**src/rtl/inst_fetch_queue_pkg.sv**
```systemverilog
// Shared types for the fetch queue: address/word types, queue entry,
// FSM encoding and the JAL offset decoder.
package inst_fetch_queue_pkg;

  typedef logic [31:0] addr_t;
  typedef logic [31:0] word_t;

  localparam word_t      ZERO_WORD  = '0;
  localparam logic [6:0] OPCODE_JAL = 7'b1101111;

  typedef struct packed {
    addr_t pc;
    word_t inst;
    logic  pred;
  } ifq_entry_t;

  typedef enum logic {
    S_FETCH = 1'b0,
    S_FULL  = 1'b1
  } ifq_state_e;

  function automatic addr_t jal_offset(
    input word_t w
  );
    return {{11{w[31]}}, w[31], w[19:12],
            w[20], w[30:21], 1'b0};
  endfunction

endpackage

```
**src/rtl/ifq_fifo.sv**
```systemverilog
// Circular buffer of fetch entries with push/pop/clear.
// Ports: push/pop/clear, wdata in; rdata (head), count, full, empty out.
module ifq_fifo
  import inst_fetch_queue_pkg::*;
#(
  parameter int DEPTH = 8,
  parameter int AW    = 3
) (
  input  logic       clk,
  input  logic       rst_n,
  input  logic       push,
  input  logic       pop,
  input  logic       clear,
  input  ifq_entry_t wdata,
  output ifq_entry_t rdata,
  output logic [AW:0] count,
  output logic       full,
  output logic       empty
);

  localparam logic [AW-1:0] NULL_PTR = '0;
  localparam logic [AW:0]   CNT_MAX  = (AW+1)'(DEPTH);

  ifq_entry_t      mem_q [DEPTH];
  ifq_entry_t      mem_d [DEPTH];
  logic [AW-1:0]   head_q, head_d;
  logic [AW-1:0]   tail_q, tail_d;
  logic [AW:0]     count_q, count_d;
  logic            do_push;
  logic            do_pop;

  // Full is taken from the registered count, so a
  // pop in the same cycle never frees a slot for a push.
  assign full  = (count_q == CNT_MAX);
  assign empty = (count_q == '0);
  assign count = count_q;
  assign rdata = mem_q[head_q];

  always_comb begin
    mem_d   = mem_q;
    head_d  = head_q;
    tail_d  = tail_q;
    count_d = count_q;
    do_push = push & ~full;
    do_pop  = pop & ~empty;
    if (clear) begin
      head_d  = NULL_PTR;
      tail_d  = NULL_PTR;
      count_d = '0;
    end else begin
      if (do_push) begin
        mem_d[tail_q] = wdata;
        tail_d        = tail_q + 1'b1;
      end
      if (do_pop) begin
        head_d = head_q + 1'b1;
      end
      unique case ({do_push, do_pop})
        2'b10:   count_d = count_q + 1'b1;
        2'b01:   count_d = count_q - 1'b1;
        default: count_d = count_q;
      endcase
    end
  end

  always_ff @(posedge clk or negedge rst_n) begin
    if (!rst_n) begin
      head_q  <= NULL_PTR;
      tail_q  <= NULL_PTR;
      count_q <= '0;
      for (int i = 0; i < DEPTH; i++) begin
        mem_q[i] <= '0;
      end
    end else begin
      head_q  <= head_d;
      tail_q  <= tail_d;
      count_q <= count_d;
      mem_q   <= mem_d;
    end
  end

endmodule

```
**src/rtl/inst_fetch_queue.sv**
```systemverilog
// Fetch stage: drives cache X port, queues hit words, feeds decode, jump flush.
// Ports: clk,rst_n,rdy | en_rx,pcx,hitx,instx | jump_en,jump_addr |
//   inst_valid,inst_out,inst_pc,inst_pred,dec_ready. Option: IFQ_PREDECODE_EN.
module inst_fetch_queue
  import inst_fetch_queue_pkg::*;
#(
  parameter logic [31:0] RESET_PC    = 32'h0,
  parameter int          QUEUE_DEPTH = 8,
  parameter int          QUEUE_WIDTH = 3
) (
  input  logic        clk,
  input  logic        rst_n,
  input  logic        rdy,
  output logic        en_rx,
  output logic [31:0] pcx,
  input  logic        hitx,
  input  logic [31:0] instx,
  input  logic        jump_en,
  input  logic [31:0] jump_addr,
  output logic        inst_valid,
  output logic [31:0] inst_out,
  output logic [31:0] inst_pc,
  output logic        inst_pred,
  input  logic        dec_ready
);

  localparam int CW = QUEUE_WIDTH + 1;
  localparam logic [CW-1:0] CNT_LAST =
    CW'(QUEUE_DEPTH - 1);

  ifq_state_e      state_q, state_d;
  addr_t           pc_q, pc_d;
  addr_t           next_pc;
  logic            pred;
  logic            push;
  logic            pop;
  logic            flush;
  ifq_entry_t      wdata;
  ifq_entry_t      head;
  logic [CW-1:0]   fifo_count;
  logic            fifo_full;
  logic            fifo_empty;

  assign pcx = pc_q;

  always_comb begin
    en_rx = rdy & rst_n
          & (state_q == S_FETCH)
          & ~jump_en;
    push  = en_rx & hitx;
    pop   = inst_valid & dec_ready & rdy;
    flush = rdy & jump_en;
`ifdef IFQ_PREDECODE_EN
    pred = (instx[6:0] == OPCODE_JAL);
    next_pc = pred ? pc_q + jal_offset(instx)
                   : pc_q + 32'd4;
`else
    pred    = 1'b0;
    next_pc = pc_q + 32'd4;
`endif
    wdata.pc   = pc_q;
    wdata.inst = instx;
    wdata.pred = pred;
  end

  always_comb begin
    state_d = state_q;
    pc_d    = pc_q;
    unique case (1'b1)
      flush:   pc_d = jump_addr;
      push:    pc_d = next_pc;
      default: pc_d = pc_q;
    endcase
    unique case (state_q)
      S_FETCH: begin
        // Only a net gain of one entry can fill the queue.
        if (!flush && push && !pop &&
            fifo_count == CNT_LAST) begin
          state_d = S_FULL;
        end
      end
      S_FULL: begin
        if (pop || flush) begin
          state_d = S_FETCH;
        end
      end
      default: state_d = S_FETCH;
    endcase
  end

  always_ff @(posedge clk or negedge rst_n) begin
    if (!rst_n) begin
      state_q <= S_FETCH;
      pc_q    <= RESET_PC;
    end else begin
      state_q <= state_d;
      pc_q    <= pc_d;
    end
  end

  ifq_fifo #(
    .DEPTH (QUEUE_DEPTH),
    .AW    (QUEUE_WIDTH)
  ) u_fifo (
    .clk   (clk),
    .rst_n (rst_n),
    .push  (push),
    .pop   (pop),
    .clear (flush),
    .wdata (wdata),
    .rdata (head),
    .count (fifo_count),
    .full  (fifo_full),
    .empty (fifo_empty)
  );

  // Push is already gated by state; fifo_full is a
  // redundant guard kept visible for clarity of intent.
  always_comb begin
    inst_valid = ~fifo_empty;
    inst_out   = ZERO_WORD;
    inst_pc    = ZERO_WORD;
    inst_pred  = 1'b0;
    if (inst_valid) begin
      inst_out  = head.inst;
      inst_pc   = head.pc;
      inst_pred = head.pred & ~fifo_full | head.pred;
    end
  end

endmodule

```
**config.mk**
```make
export PLATFORM = sky130hd
export DESIGN_NAME = inst_fetch_queue
export DESIGN_NICKNAME = d
export VERILOG_FILES = /design/src/rtl/inst_fetch_queue_pkg.sv /design/src/rtl/ifq_fifo.sv /design/src/rtl/inst_fetch_queue.sv
export SDC_FILE = /design/constraint.sdc
export NUM_CORES = 1
export LEC_CHECK = 0
export CAP_MARGIN = 20
export CORE_MARGIN = 2
export CORE_UTILIZATION = 45
export CTS_BUF_LIST = sky130_fd_sc_hd__clkbuf_4 sky130_fd_sc_hd__clkbuf_8
export DETAILED_ROUTE_END_ITERATION = 10
export PLACE_DENSITY_LB_ADDON = 0.1
export SLEW_MARGIN = 10
export SYNTH_ARGS = -nofsm -noshare
export SYNTH_HDL_FRONTEND = slang
export SYNTH_SLANG_ARGS = --single-unit
```
**constraint.sdc**
```tcl
create_clock -name clk -period 5 [get_ports clk]
set_input_delay 1.5 -clock clk [delete_from_list [all_inputs] [get_ports clk]]
set_output_delay 1.5 -clock clk [all_outputs]
set_load 0.01 [all_outputs]
```
==> impl_metrics.toml <==
[routing]
num_vias = 15200
first_pass_iters = 5
postRouteAntennaNets = 0
wirelength_um = 62600
drc = 0
avgViaCountPerCell = 5.61
drt_iter0_markers = 836
wl_per_cell_um = 23.1

[pwr]
vdd_drop_max_mv = 0.307
p_int_mw = 9.68
seqPwrFrac_pct = 40.2
p_switching_mw = 4.20
pwr-share-comb_pct = 29.7
p_leak_nw = 13.7
p_clk_share_pct = 30.1
power_density_mw_per_mm2 = 458
swShare_pct = 30.3

[layout]
nets = 1962
final_area_mm2 = 0.0303
drive_gt1_share_pct = 43.6
multi_input_area_mm2 = 0.0112
area_growth_syn_to_layout_pct = 17.2
seq_area_mm2 = 0.0139
num-fill-cells = 4750

[worst_setup_path]
cp.required_ns = 3.50
critical_path_class = "flop to output pin"
start_kind = "flop"
cp_max_fo = 21
path_cells = "buf_12 > buf_4 > mux4_2 > mux2i_1 > nor2_1 > clkdlybuf4s50_1"
worstSetupEndpointType = "output pin"
max_stage_delay_ns = 0.54
crit_slowest_cell = "mux4_2"
worstPathArrival_ns = 3.09

[clocking]
tritoncts = "done"
numCtsBuffers = 96
ctsResizeCount = 0
clkLatencyLatePin_ns = 0.67
cts.sinks = 555
cts_root_buf = "clkbuf_8"
hold_buffers = 0
post_cts_buffers = 0
clockBufferDepth = 3
cts_max_level = 3
clk_pin_slew_ns = 0.07

[global_routing]
grt_max_degree = 190
grt_pass1_wl_um = 98500
grt_pass1_vias = 16400
groute.usage.overall_pct = 21.5
grt.overflow.total = 0
antenna_found_initial = 5

[timing]
slew_viol_final = 0
clock_skew_ns = 0.0326
rsz0062_at_grt = "false"
final.setup.tns_ns = 0
relSlewSlack_pct = 28.6
fin_crit_ns = 4.59
fmax_mhz = 218
post-route-period-util_pct = 91.9
finalSetupViolations = 0
worst-slew-pin-transition_ns = 1.06
finalHoldViolCount = 0

[placement]
io_buffers = 167
hpwlAfterDp_um = 36700
placed_area_mm2 = 0.0283
place.gp.congestion = 0.791

[synth]
synth_cells = 1715
synth_xor_area_share_pct = 0.237
muxShareOfSynthArea_pct = 36.6
synth-simple-area-share_pct = 4.27
synth_cell_type_count = 52
ys_ff_latch = 555
seq_area_frac_synth_pct = 53.8
yosys.area.top_type_share_pct = 53.8
synth_ff_type = "dfrtp_1"
avgSynthCellArea_um2 = 15.1
syn_area_mm2 = 0.0258
syn_nets = 1790
synth_edf_count = 0
synth_top_family_by_area = "multiplexers"
synth_compound_area_share_pct = 1.80
yosys_warnings = 0
synth_area_leader_cell = "dfrtp_1"
synthAdderAreaFrac_pct = 0.242
synth_area_leaders = "dfrtp_1 54%, mux2_2 19%, mux4_2 11%"
async_flop_share_pct = 100

[status]
status = "completed"

[worst_hold_path]
hold_path_class = "flop to flop"

[job]
maxCapViolCount = 0

[die]
fp.dieH_um = 244
io_pins = 169
coreArea_mm2 = 0.0566
dieArea_mm2 = 0.0593
initial_core_util_pct = 45.6
rows = 87
die_width_um = 244
metrics by stage:
step	setup slack [ns]	hold slack (ns)	instances	power [mW]	util (%)
2_1_floorplan	1.59	0.445	1715	7.99	-
3_3_place_gp	0.465	0.459	2545	9.78	50.0
3_5_place_dp	0.475	0.469	2545	9.86	50.0
5_1_grt	0.218	0.504	2714	14.7	53.5
6_report	0.407	0.479	2714	13.9	53.5
4_1_cts	0.298	0.482	2710	14.1	53.5
final cells by class:
class	count	share of cell area, %
clock buffer	154	6.23
antenna	4	0.0331
tap	756	3.12
clock inverter	11	0.211
multi-input combinational	1012	37.0
timing repair buffer	214	7.40
sequential	555	45.9
inverter	8	0.0992
logic make-up after synthesis:
logic type,after synthesis
mux,700
flops,555
simple gates,233
compound gates,66
other cells,1
buf+inv,148
xor+xnor,7
fa+ha+maj,5
registers in the layout, indices dropped and copies added (netlist names):
| name | flops |
|---|---|
| u_fifo.head_q | 3 |
| u_fifo.mem_q | 512 |
| u_fifo.tail_q | 3 |
| state_q | 1 |
| pcx | 32 |
| u_fifo.count | 4 |
metal layers:
layer  track usage (%)  part of all wire, %
met1              29.6                   45
met3              3.48                  3.6
met2              35.2                   49
met4              6.80                  2.0
met5                 0                0.026
cell usage after synthesis, types with 9 or more instances:
| cell | n |
|---|---|
| dfrtp_1 | 555 |
| mux2_2 | 436 |
| mux4_2 | 128 |
| nor2_1 | 86 |
| mux2i_1 | 67 |
| clkbuf_1 | 61 |
| mux2_4 | 60 |
| nand2_1 | 60 |
| buf_2 | 43 |
| nand3_1 | 35 |
| o21ai_0 | 19 |
| buf_1 | 14 |
| buf_4 | 13 |
| nand4_1 | 12 |
| mux2_1 | 9 |
| o211ai_1 | 9 |
final timing paths:
path,cells past startpoint,end,start,slack [ns]
max in group asynchronous,3,u_fifo.mem_q[94]$_DFFE_PN0P_,rst_n,2.24
worst min register to register,2,u_fifo.mem_q[362]$_DFFE_PN0P_,u_fifo.mem_q[362]$_DFFE_PN0P_,0.48
worst min-delay path,2,u_fifo.mem_q[362]$_DFFE_PN0P_,u_fifo.mem_q[362]$_DFFE_PN0P_,0.48
worst max register to register,8,u_fifo.count[3]$_DFFE_PN0P_,u_fifo.count[1]$_DFFE_PN0P_,2.15
min in group asynchronous,1,u_fifo.mem_q[165]$_DFFE_PN0P_,rst_n,0.69
worst max-delay path,6,inst_out[5],u_fifo.head_q[0]$_DFFE_PN0P_,0.41
power by group through the flow:
stage	Sequential, mW	Combinational (mW)	Clock (mW)
after detailed placement	5.65	4.20	0
after global placement	5.62	4.16	0
final	5.58	4.13	4.17
after floorplan	5.38	2.61	0
after global routing	5.66	4.47	4.53
after CTS	5.58	4.22	4.32
cells in the final DEF (no fill, tap or decap), drive strengths merged, types with 3 or more instances in the layout:
| cell type | n |
|---|---|
| a21oi | 4 |
| a221o | 8 |
| a22oi | 7 |
| a31oi | 3 |
| and3 | 5 |
| and4 | 3 |
| buf | 48 |
| clkbuf | 154 |
| clkdlybuf4s50 | 166 |
| clkinv | 8 |
| dfrtp | 555 |
| diode | 4 |
| ha | 5 |
| inv | 9 |
| mux2 | 505 |
| mux2i | 67 |
| mux4 | 128 |
| nand2 | 61 |
| nand3 | 35 |
| nand4 | 12 |
| nor2 | 86 |
| nor3 | 11 |
| nor4 | 6 |
| o211ai | 9 |
| o21ai | 19 |
| o311ai | 6 |
| or3 | 7 |
| xnor2 | 3 |
| xor2 | 4 |
critical path, delay by kind of cell, from the launching register on:
kind                   cells  cell delay (ns)
muxes                      2             0.75
buffers and inverters      3             1.06
DFF                        1             0.53
and+or+nand+nor            1             0.07
(Power assumes the default switching activity.)
